<file path="config.mk">
export PLATFORM = sky130hd
export DESIGN_NAME = irq_injector
export DESIGN_NICKNAME = d
export VERILOG_FILES = /design/src/rtl/irq_injector.sv
export SDC_FILE = /design/constraint.sdc
export NUM_CORES = 2
export LEC_CHECK = 0
export CAP_MARGIN = 40
export CORE_UTILIZATION = 40
export DETAILED_ROUTE_END_ITERATION = 10
export GPL_TIMING_DRIVEN = 0
export SYNTH_ARGS = -nofsm -noshare
export SYNTH_HDL_FRONTEND = slang
export SYNTH_SLANG_ARGS = --single-unit
</file>
<file path="constraint.sdc">
create_clock -name clk -period 31.6 [get_ports clk]
set_input_delay 6.32 -clock clk [delete_from_list [all_inputs] [get_ports clk]]
set_output_delay 6.32 -clock clk [all_outputs]
set_load 0.05 [all_outputs]
</file>
<file path="src/rtl/irq_injector.sv">
`default_nettype none
// +----------------------------------------------------------------------------+
// | irq_injector: address-triggered interrupt generator with programmable slots |
// | Revision: 1.0                                                              |
// +----------------------------------------------------------------------------+
module irq_injector #(
  parameter int ADDR_W = 32,
  parameter int SLOTS  = 16,
  parameter int LINES  = 6,
  parameter int HOLD_W = 8,
  parameter int CNT_W  = 16,
  localparam int IDX_W  = (SLOTS > 1) ? $clog2(SLOTS) : 1,
  localparam int LINE_W = (LINES > 1) ? $clog2(LINES) : 1
) (
  input  logic              clk,
  input  logic              reset,
  input  logic [ADDR_W-1:0] addr,
  input  logic              inj_en,
  input  logic              cfg_we,
  input  logic [IDX_W-1:0]  cfg_idx,
  input  logic [ADDR_W-1:0] cfg_addr,
  input  logic [LINE_W-1:0] cfg_line,
  input  logic [HOLD_W-1:0] cfg_hold,
  input  logic              cfg_ack_mode,
  input  logic              cfg_rearm,
  input  logic              cfg_valid,
  input  logic [LINES-1:0]  irq_ack,
  output logic [LINES-1:0]  irq,
  output logic              busy,
  output logic [IDX_W-1:0]  last_slot,
  output logic [CNT_W-1:0]  fire_cnt
);

  typedef enum logic [1:0] {
    IDLE     = 2'd0,
    PULSE    = 2'd1,
    WAIT_ACK = 2'd2
  } state_t;

  // Slot table
  logic [SLOTS-1:0]  valid_q;
  logic [SLOTS-1:0]  away_q;
  logic [SLOTS-1:0]  ackm_q;
  logic [SLOTS-1:0]  rearm_q;
  logic [ADDR_W-1:0] saddr_q [SLOTS];
  logic [LINE_W-1:0] sline_q [SLOTS];
  logic [HOLD_W-1:0] shold_q [SLOTS];

  // Injection engine
  state_t            state_q, state_d;
  logic [HOLD_W-1:0] cnt_q, cnt_d;
  logic [LINES-1:0]  irq_q, irq_d;
  logic              busy_q, busy_d;
  logic [IDX_W-1:0]  last_q, last_d;
  logic [CNT_W-1:0]  fcnt_q, fcnt_d;

  logic              fire;
  logic [IDX_W-1:0]  win_idx;
  logic [LINE_W-1:0] sel_line;
  logic [HOLD_W-1:0] sel_hold;
  logic              sel_ackm;

  // Descending scan so the lowest matching index is the last one assigned.
  always_comb begin
    fire     = 1'b0;
    win_idx  = '0;
    sel_line = '0;
    sel_hold = '0;
    sel_ackm = 1'b0;
    for (int s = SLOTS - 1; s >= 0; s--) begin
      if (valid_q[s] && away_q[s] && (addr == saddr_q[s]) && inj_en && (state_q == IDLE)) begin
        fire     = 1'b1;
        win_idx  = IDX_W'(s);
        sel_line = sline_q[s];
        sel_hold = shold_q[s];
        sel_ackm = ackm_q[s];
      end
    end
  end

  // A config write overrides consumption; away re-arms once the PC moves off.
  always_ff @(posedge clk or posedge reset) begin
    if (reset) begin
      valid_q <= '0;
      away_q  <= '0;
      ackm_q  <= '0;
      rearm_q <= '0;
      for (int s = 0; s < SLOTS; s++) begin
        saddr_q[s] <= '0;
        sline_q[s] <= '0;
        shold_q[s] <= '0;
      end
    end else begin
      for (int s = 0; s < SLOTS; s++) begin
        if (cfg_we && (cfg_idx == IDX_W'(s))) begin
          valid_q[s] <= cfg_valid;
          away_q[s]  <= 1'b1;
          ackm_q[s]  <= cfg_ack_mode;
          rearm_q[s] <= cfg_rearm;
          saddr_q[s] <= cfg_addr;
          sline_q[s] <= cfg_line;
          shold_q[s] <= cfg_hold;
        end else if (fire && (win_idx == IDX_W'(s))) begin
          if (rearm_q[s]) away_q[s]  <= 1'b0;
          else            valid_q[s] <= 1'b0;
        end else if (addr != saddr_q[s]) begin
          away_q[s] <= 1'b1;
        end
      end
    end
  end

  always_ff @(posedge clk or posedge reset) begin
    if (reset) begin
      state_q <= IDLE;
      cnt_q   <= '0;
      irq_q   <= '0;
      busy_q  <= 1'b0;
      last_q  <= '0;
      fcnt_q  <= '0;
    end else begin
      state_q <= state_d;
      cnt_q   <= cnt_d;
      irq_q   <= irq_d;
      busy_q  <= busy_d;
      last_q  <= last_d;
      fcnt_q  <= fcnt_d;
    end
  end

  always_comb begin
    state_d = state_q;
    cnt_d   = cnt_q;
    irq_d   = irq_q;
    busy_d  = busy_q;
    last_d  = last_q;
    fcnt_d  = fcnt_q;
    case (state_q)
      IDLE: begin
        if (fire) begin
          state_d = sel_ackm ? WAIT_ACK : PULSE;
          cnt_d   = sel_hold;
          irq_d   = LINES'(1) << sel_line;
          busy_d  = 1'b1;
          last_d  = win_idx;
          fcnt_d  = fcnt_q + CNT_W'(1);
        end
      end
      PULSE: begin
        if (cnt_q == '0) begin
          state_d = IDLE;
          irq_d   = '0;
          busy_d  = 1'b0;
        end else begin
          cnt_d = cnt_q - HOLD_W'(1);
        end
      end
      WAIT_ACK: begin
        // irq_q is one-hot on the latched line, so this ignores acks elsewhere.
        if (|(irq_ack & irq_q)) begin
          state_d = IDLE;
          irq_d   = '0;
          busy_d  = 1'b0;
        end
      end
      default: begin
        state_d = IDLE;
        irq_d   = '0;
        busy_d  = 1'b0;
      end
    endcase
  end

  assign irq       = irq_q;
  assign busy      = busy_q;
  assign last_slot = last_q;
  assign fire_cnt  = fcnt_q;

endmodule
`default_nettype wire

</file>
## Word-level counts from Yosys, hierarchy flattened

Index checks and enable logic that the tools add are counted.

- Flip-flop bits (word level): 789
- Latch bits: 0
- RAM bits: 0
- Memory bits (read-only): 0
- Input port bits: 92
- Output and inout port bits: 27
- Logic and storage cells: 599
- Memories kept: 0

- Add/subtract/negate cells: 2
- Multiply operators: 0
- Divide/modulo/power cells: 0
- Order comparisons: 0
- Equality and inequality tests: 100
- Shift operators: 1
- Multiplexer cells: 208
- Bitwise logic cells: 1
- Reductions and logical operators: 169

Operators by type and width:

| operator | count |
|---|---|
| $eq 32x32->1 | 16 |
| $ne 32x32->1 | 16 |
| $mux 1 | 147 |
| $mux 8 | 18 |
| $logic_and 1x1->1 | 96 |
| $reduce_and 2->1 | 33 |
| $eq 4x4->1 const B | 16 |
| $mux 4 | 16 |
| $mux 3 | 16 |
| $ne 3x3->1 const B | 16 |
| $reduce_bool 3->1 | 16 |
| $reduce_bool 2->1 | 17 |
| $eq 4x3->1 const B | 8 |
| $ne 2x1->1 const B | 16 |
| $mux 6 | 3 |
| $pmux 6 s3 | 1 |
| $add 16x1->16 const B | 1 |
| $eq 4x2->1 const B | 4 |
| $pmux 8 s2 | 1 |
| $eq 4x1->1 const B | 2 |
| $logic_not 4->1 | 2 |
| $logic_not 8->1 | 1 |
| $mux 2 | 4 |
| $ne 2x2->1 const B | 4 |
| 10 further kinds | 11 |

## Longest topological paths before layout

- Depth in word-level cells: 24
- Gate-level depth with buffers: 13
- Depth with buffers taken out: 9

## Worst setup path before layout

Ideal clock, no wire load.

- Kind: input to register
- Start point: in addr[5]
- End point: reg cnt_q[7]
- Setup time: 0.124 ns
- Data arrival time: 8.739 ns
- Required time: 31.476 ns
- Setup slack: 22.737 ns
- Stages: 12
- Path buffers: 3
- Path through: buf_2 buf_6 xnor2_1 nand4_1 or4_1 nor3_4 buf_4 nor2_2 a31o_2 a221o_1 a211oi_1 nand2_1

- Longest elaborated chain between the ends: 22
- Elaborated cells between the ends (all ways): 100
- Those cells by class: eq/ne: 17; mux: 34; reduce/logical: 49

Ends and longest elaborated chain:

| item | RTL line | text |
|---|---|---|
| from (decl) | 17 | `input logic [ADDR_W-1:0] addr,` |
| $eq 32x32->1 | 71 | `if (valid_q[s] && away_q[s] && (addr == saddr_q[s]) && inj_en && (state_q == IDLE)) begin` |
| $logic_and 1x1->1 (3 in a row) | 71 |  |
| $mux 8 / $mux 1 (equally long branches) (16 in a row) | 71 |  |
| $mux 8 / $ne 2x2->1 (equally long branches) | -- |  |
| $pmux 8 s2 / $reduce_and 3->1 (equally long branches) | -- |  |
| to (signal assigned) | 123 | `cnt_q <= cnt_d;` |
| to (decl) | 51 | `logic [HOLD_W-1:0] cnt_q, cnt_d;` |

Several ways; a longest one is shown, not always the timed one. The select of a mux whose other input is x is not followed.
A chain may end at the register's enable or synchronous reset.

## Worst setup path in the final report

- Start point: in addr[14]
- End point: reg cnt_q[3]

The elaborated chain is that of the path after synthesis.

==> run summary <==
Result of the run: completed
Clk pin slew, worst setup/hold paths: 0.06 ns
Cells resized by post-CTS repair: 0
Tcrit/Tclk final: 34.06%
Fmax: 92.90 MHz
Synth Area per Inst: 12.09 um^2
Setup repair after global routing missed its margin: false
DRC marker count from the first detailed-route iteration: 2784
Max Cap Viol: 0
Yosys warning total: 0
Flip-flop and latch count after synthesis: 789
Worst setup SP type: primary input
Deepest level of the CTS H-tree: 3
Port Buffer Count: 84
Weighted congestion reported at the end of routability-driven placement: 0.9444
Post-synthesis cell count: 3233
First drt pass iteration count: 7
Most frequent cells in the layout: 789 x dfrtp_1, 669 x mux2_2, 297 x xnor2_1
Crit Path Class: primary input to flop
Register area share after synthesis: 50.53%
Via density per instance: 5.768
Async set-or-reset flop fraction in the synthesized netlist: 100.0%
Chip Height: 314.6 um
Final period demand of the worst path: 10.76 ns
Dominant cells by area after synthesis: dfrtp_1 51%, mux2_2 19%, xnor2_1 6.7%
Number of different library cells in the post-synthesis netlist: 84
Largest net degree at the start of global routing: 119
GR Layer Usage met2: 45.43%
Filler cells: 8834
Setup Slack @ Placement: 20.27 ns
Remaining DRCs: 0
Cell area after placement: 42160 um^2
Most frequent standard cell in the layout excluding fill and tap cells: dfrtp_1
Hold_buf cts: 0
Hold worst-path end: fire_cnt[15]$_DFFE_PP0P_
Synthesized Nets: 3328
Cells after DPL: 4641
Critical register-to-register path endpoint: cnt_q[3]$_DFFE_PP0P_
Avg WL per Cell: 29.17 um
Highest ir drop seen on vdd: 0.04290 mV
Worst r2r src: state_q[0]$_DFFE_PP0P_
Residual antenna-violating net count after detailed routing: 0
Post-layout instance count excluding filler cells: 4805
Final hold viol count: 0
Grt met3 use: 4.433%
Cell depth of the worst hold path: 1
Post-synth top flop: dfrtp_1
Chip width: 314.6 um
Starting utilization of the core area: 40.41%
Hold Startpoint: fire_cnt[15]$_DFFE_PP0P_
Register-to-Register Setup Slack: 26.63 ns
Leading area contributor after synthesis: dfrtp_1
Via Count: 27720
Max-slew violation count: 0
Sink Count: 789
Library cell used as clock root buffer: clkbuf_16
I/O pin total: 119
Worst slew pin tran: 0.9604 ns
GRT Resource Usage Total: 28.34%
Number of global-route vias before repair: 27250
Setup WS post-layout: 20.84 ns
Required time of the critical path: 32.14 ns
Number of synthesized flops with an enable pin: 0
Std cell rows: 114
Antenna violations before repair: 4
Critical path data arrival time: 11.30 ns
Setup violation total in the final timing report: 0
Buffer depth of the longest clock path: 3
Overall die area: 98940 um^2
Total area of sequential cells: 19740 um^2
Core outline area: 96710 um^2
Clock latency at the later pin of the worst-skew pair: 0.68 ns
Share of cells above drive strength 1: 27.98%
First-pass GRT wire length: 201000 um
Most utilized layer in the global route result: met2
# nets final: 3552
TritonCTS clock tree: done
Total CTS buffers: 90
Critical path endpoint category: flop
Tightest slew margin relative to the limit: 34.32%
Hold crit path type: flop to flop
WL final: 140200 um
Largest driver fanout on the critical path: 10
Length in cells of the worst reg-to-reg path: 9
Global routing met1 resource utilization: 37.85%
Total area of multi-input combinational cells: 17980 um^2
Yosys top cell area share: 50.53%
Post-DP HPWL: 102700 um
Final instance area: 45180 um^2
Synthesis-to-layout area growth: 15.63%
Residual overflow from global routing: 0
Number of post-CTS setup repair buffers: 0
Mapped Area: 39070 um^2
Lkg Pwr: 18.99 nW
Clock skew after layout: 0.03085 ns
Cell area power density: 66.23 nW/um^2
[worst max path at each step]
| stage | depth (start not counted) | slack [ns] | end | from |
|---|---|---|---|---|
| detailed placement | 11 | 20.27 | cnt_q[3]$_DFFE_PP0P_ | addr[14] |
| finish | 11 | 20.84 | cnt_q[3]$_DFFE_PP0P_ | addr[14] |
| CTS | 11 | 20.96 | cnt_q[3]$_DFFE_PP0P_ | addr[14] |
| global placement | 2 | -7.76 | saddr_q[178]$_DFFE_PP0P_ | reset |
| floorplan | 1 | 3.13 | ackm_q[0]$_DFFE_PP0P_ | reset |
| global route | 11 | 20.85 | cnt_q[3]$_DFFE_PP0P_ | addr[14] |
[cell usage after synthesis, drive strengths merged, types with 7 or more instances]
cell type,n
dfrtp,789
mux2,669
xnor2,297
nand2,244
xor2,234
clkbuf,124
buf,110
nand4,106
nor2,103
nor4,101
nand3,55
nor3,44
o21ai,39
and3,24
a31oi,20
a21oi,18
inv,14
mux2i,13
or4,13
o211ai,12
or3,12
a221oi,11
nand2b,10
o22ai,10
o31ai,10
a2111oi,9
a211oi,9
a41oi,9
and4,8
a211o,7
a31o,7
and2,7
nand3b,7
o311ai,7
or2,7
[report_power, final]
group          internal, mW  switching [mW]  total (mW)
combinational         0.284           0.249       0.533
sequential             1.23           0.144        1.37
clock                 0.642           0.444        1.09
[layer usage]
| metal | share of wire, % | routed length [um] |
|---|---|---|
| met1 | 42 | 59270 |
| met5 | 0.0086 | 12 |
| met4 | 4.6 | 6505 |
| met2 | 47 | 65360 |
| met3 | 6.4 | 9013 |
[logic make-up after synthesis]
family | Yosys count | share of synthesized area (%)
DFF | 789 | 50.53
and+or+nand+nor | 763 | 10.18
muxes | 682 | 19.61
xor gates and xnor gates | 531 | 11.90
buffers and inverters | 248 | 3.474
AOI/OAI and AO/OA | 217 | 4.207
adders and majority gates | 3 | 0.09607
[sequential cells by signal (all words and copies together), names as in the netlist]
| register | flops |
|---|---|
| sline_q | 48 |
| rearm_q | 16 |
| cnt_q | 8 |
| state_q | 2 |
| away_q | 16 |
| last_slot | 4 |
| ackm_q | 16 |
| fire_cnt | 16 |
| busy | 1 |
| valid_q | 16 |
| irq | 6 |
| shold_q | 128 |
| saddr_q | 512 |
[cell type report]
type	count	area share (%)
clock inverters	28	0.7421
plain buffers	234	2.888
clock buffers	135	5.940
diodes	1	0.005538
multi-input cells	2196	39.79
flip-flops and latches	789	43.70
inverters	14	0.1329
repair buffers	132	3.268
well taps	1276	3.533
[critical path: stages]
cell and delay, ns:
buf_4 0.26, buf_6 0.33, xnor2_1 0.15, nand4_1 0.24, nor4_1 0.86, nand4_1 0.81
nand4_1 0.65, nand4b_1 0.51, o211ai_1 0.35, a2111oi_0 0.70, nor3_1 0.09
[metrics by stage]
step                       TNS, ns  hold WS [ns]  power [mW]  util [%]
after floorplan                  0        0.4398       1.750         -
after global placement    -6011.49        0.4580       1.895     42.93
after detailed placement         0        0.4619       1.914     43.60
after CTS                        0        0.4718       2.994     46.72
after global routing             0        0.4937       3.106     46.72
final                            0        0.4634       2.992     46.72
Power figures use the tool's default switching activity.
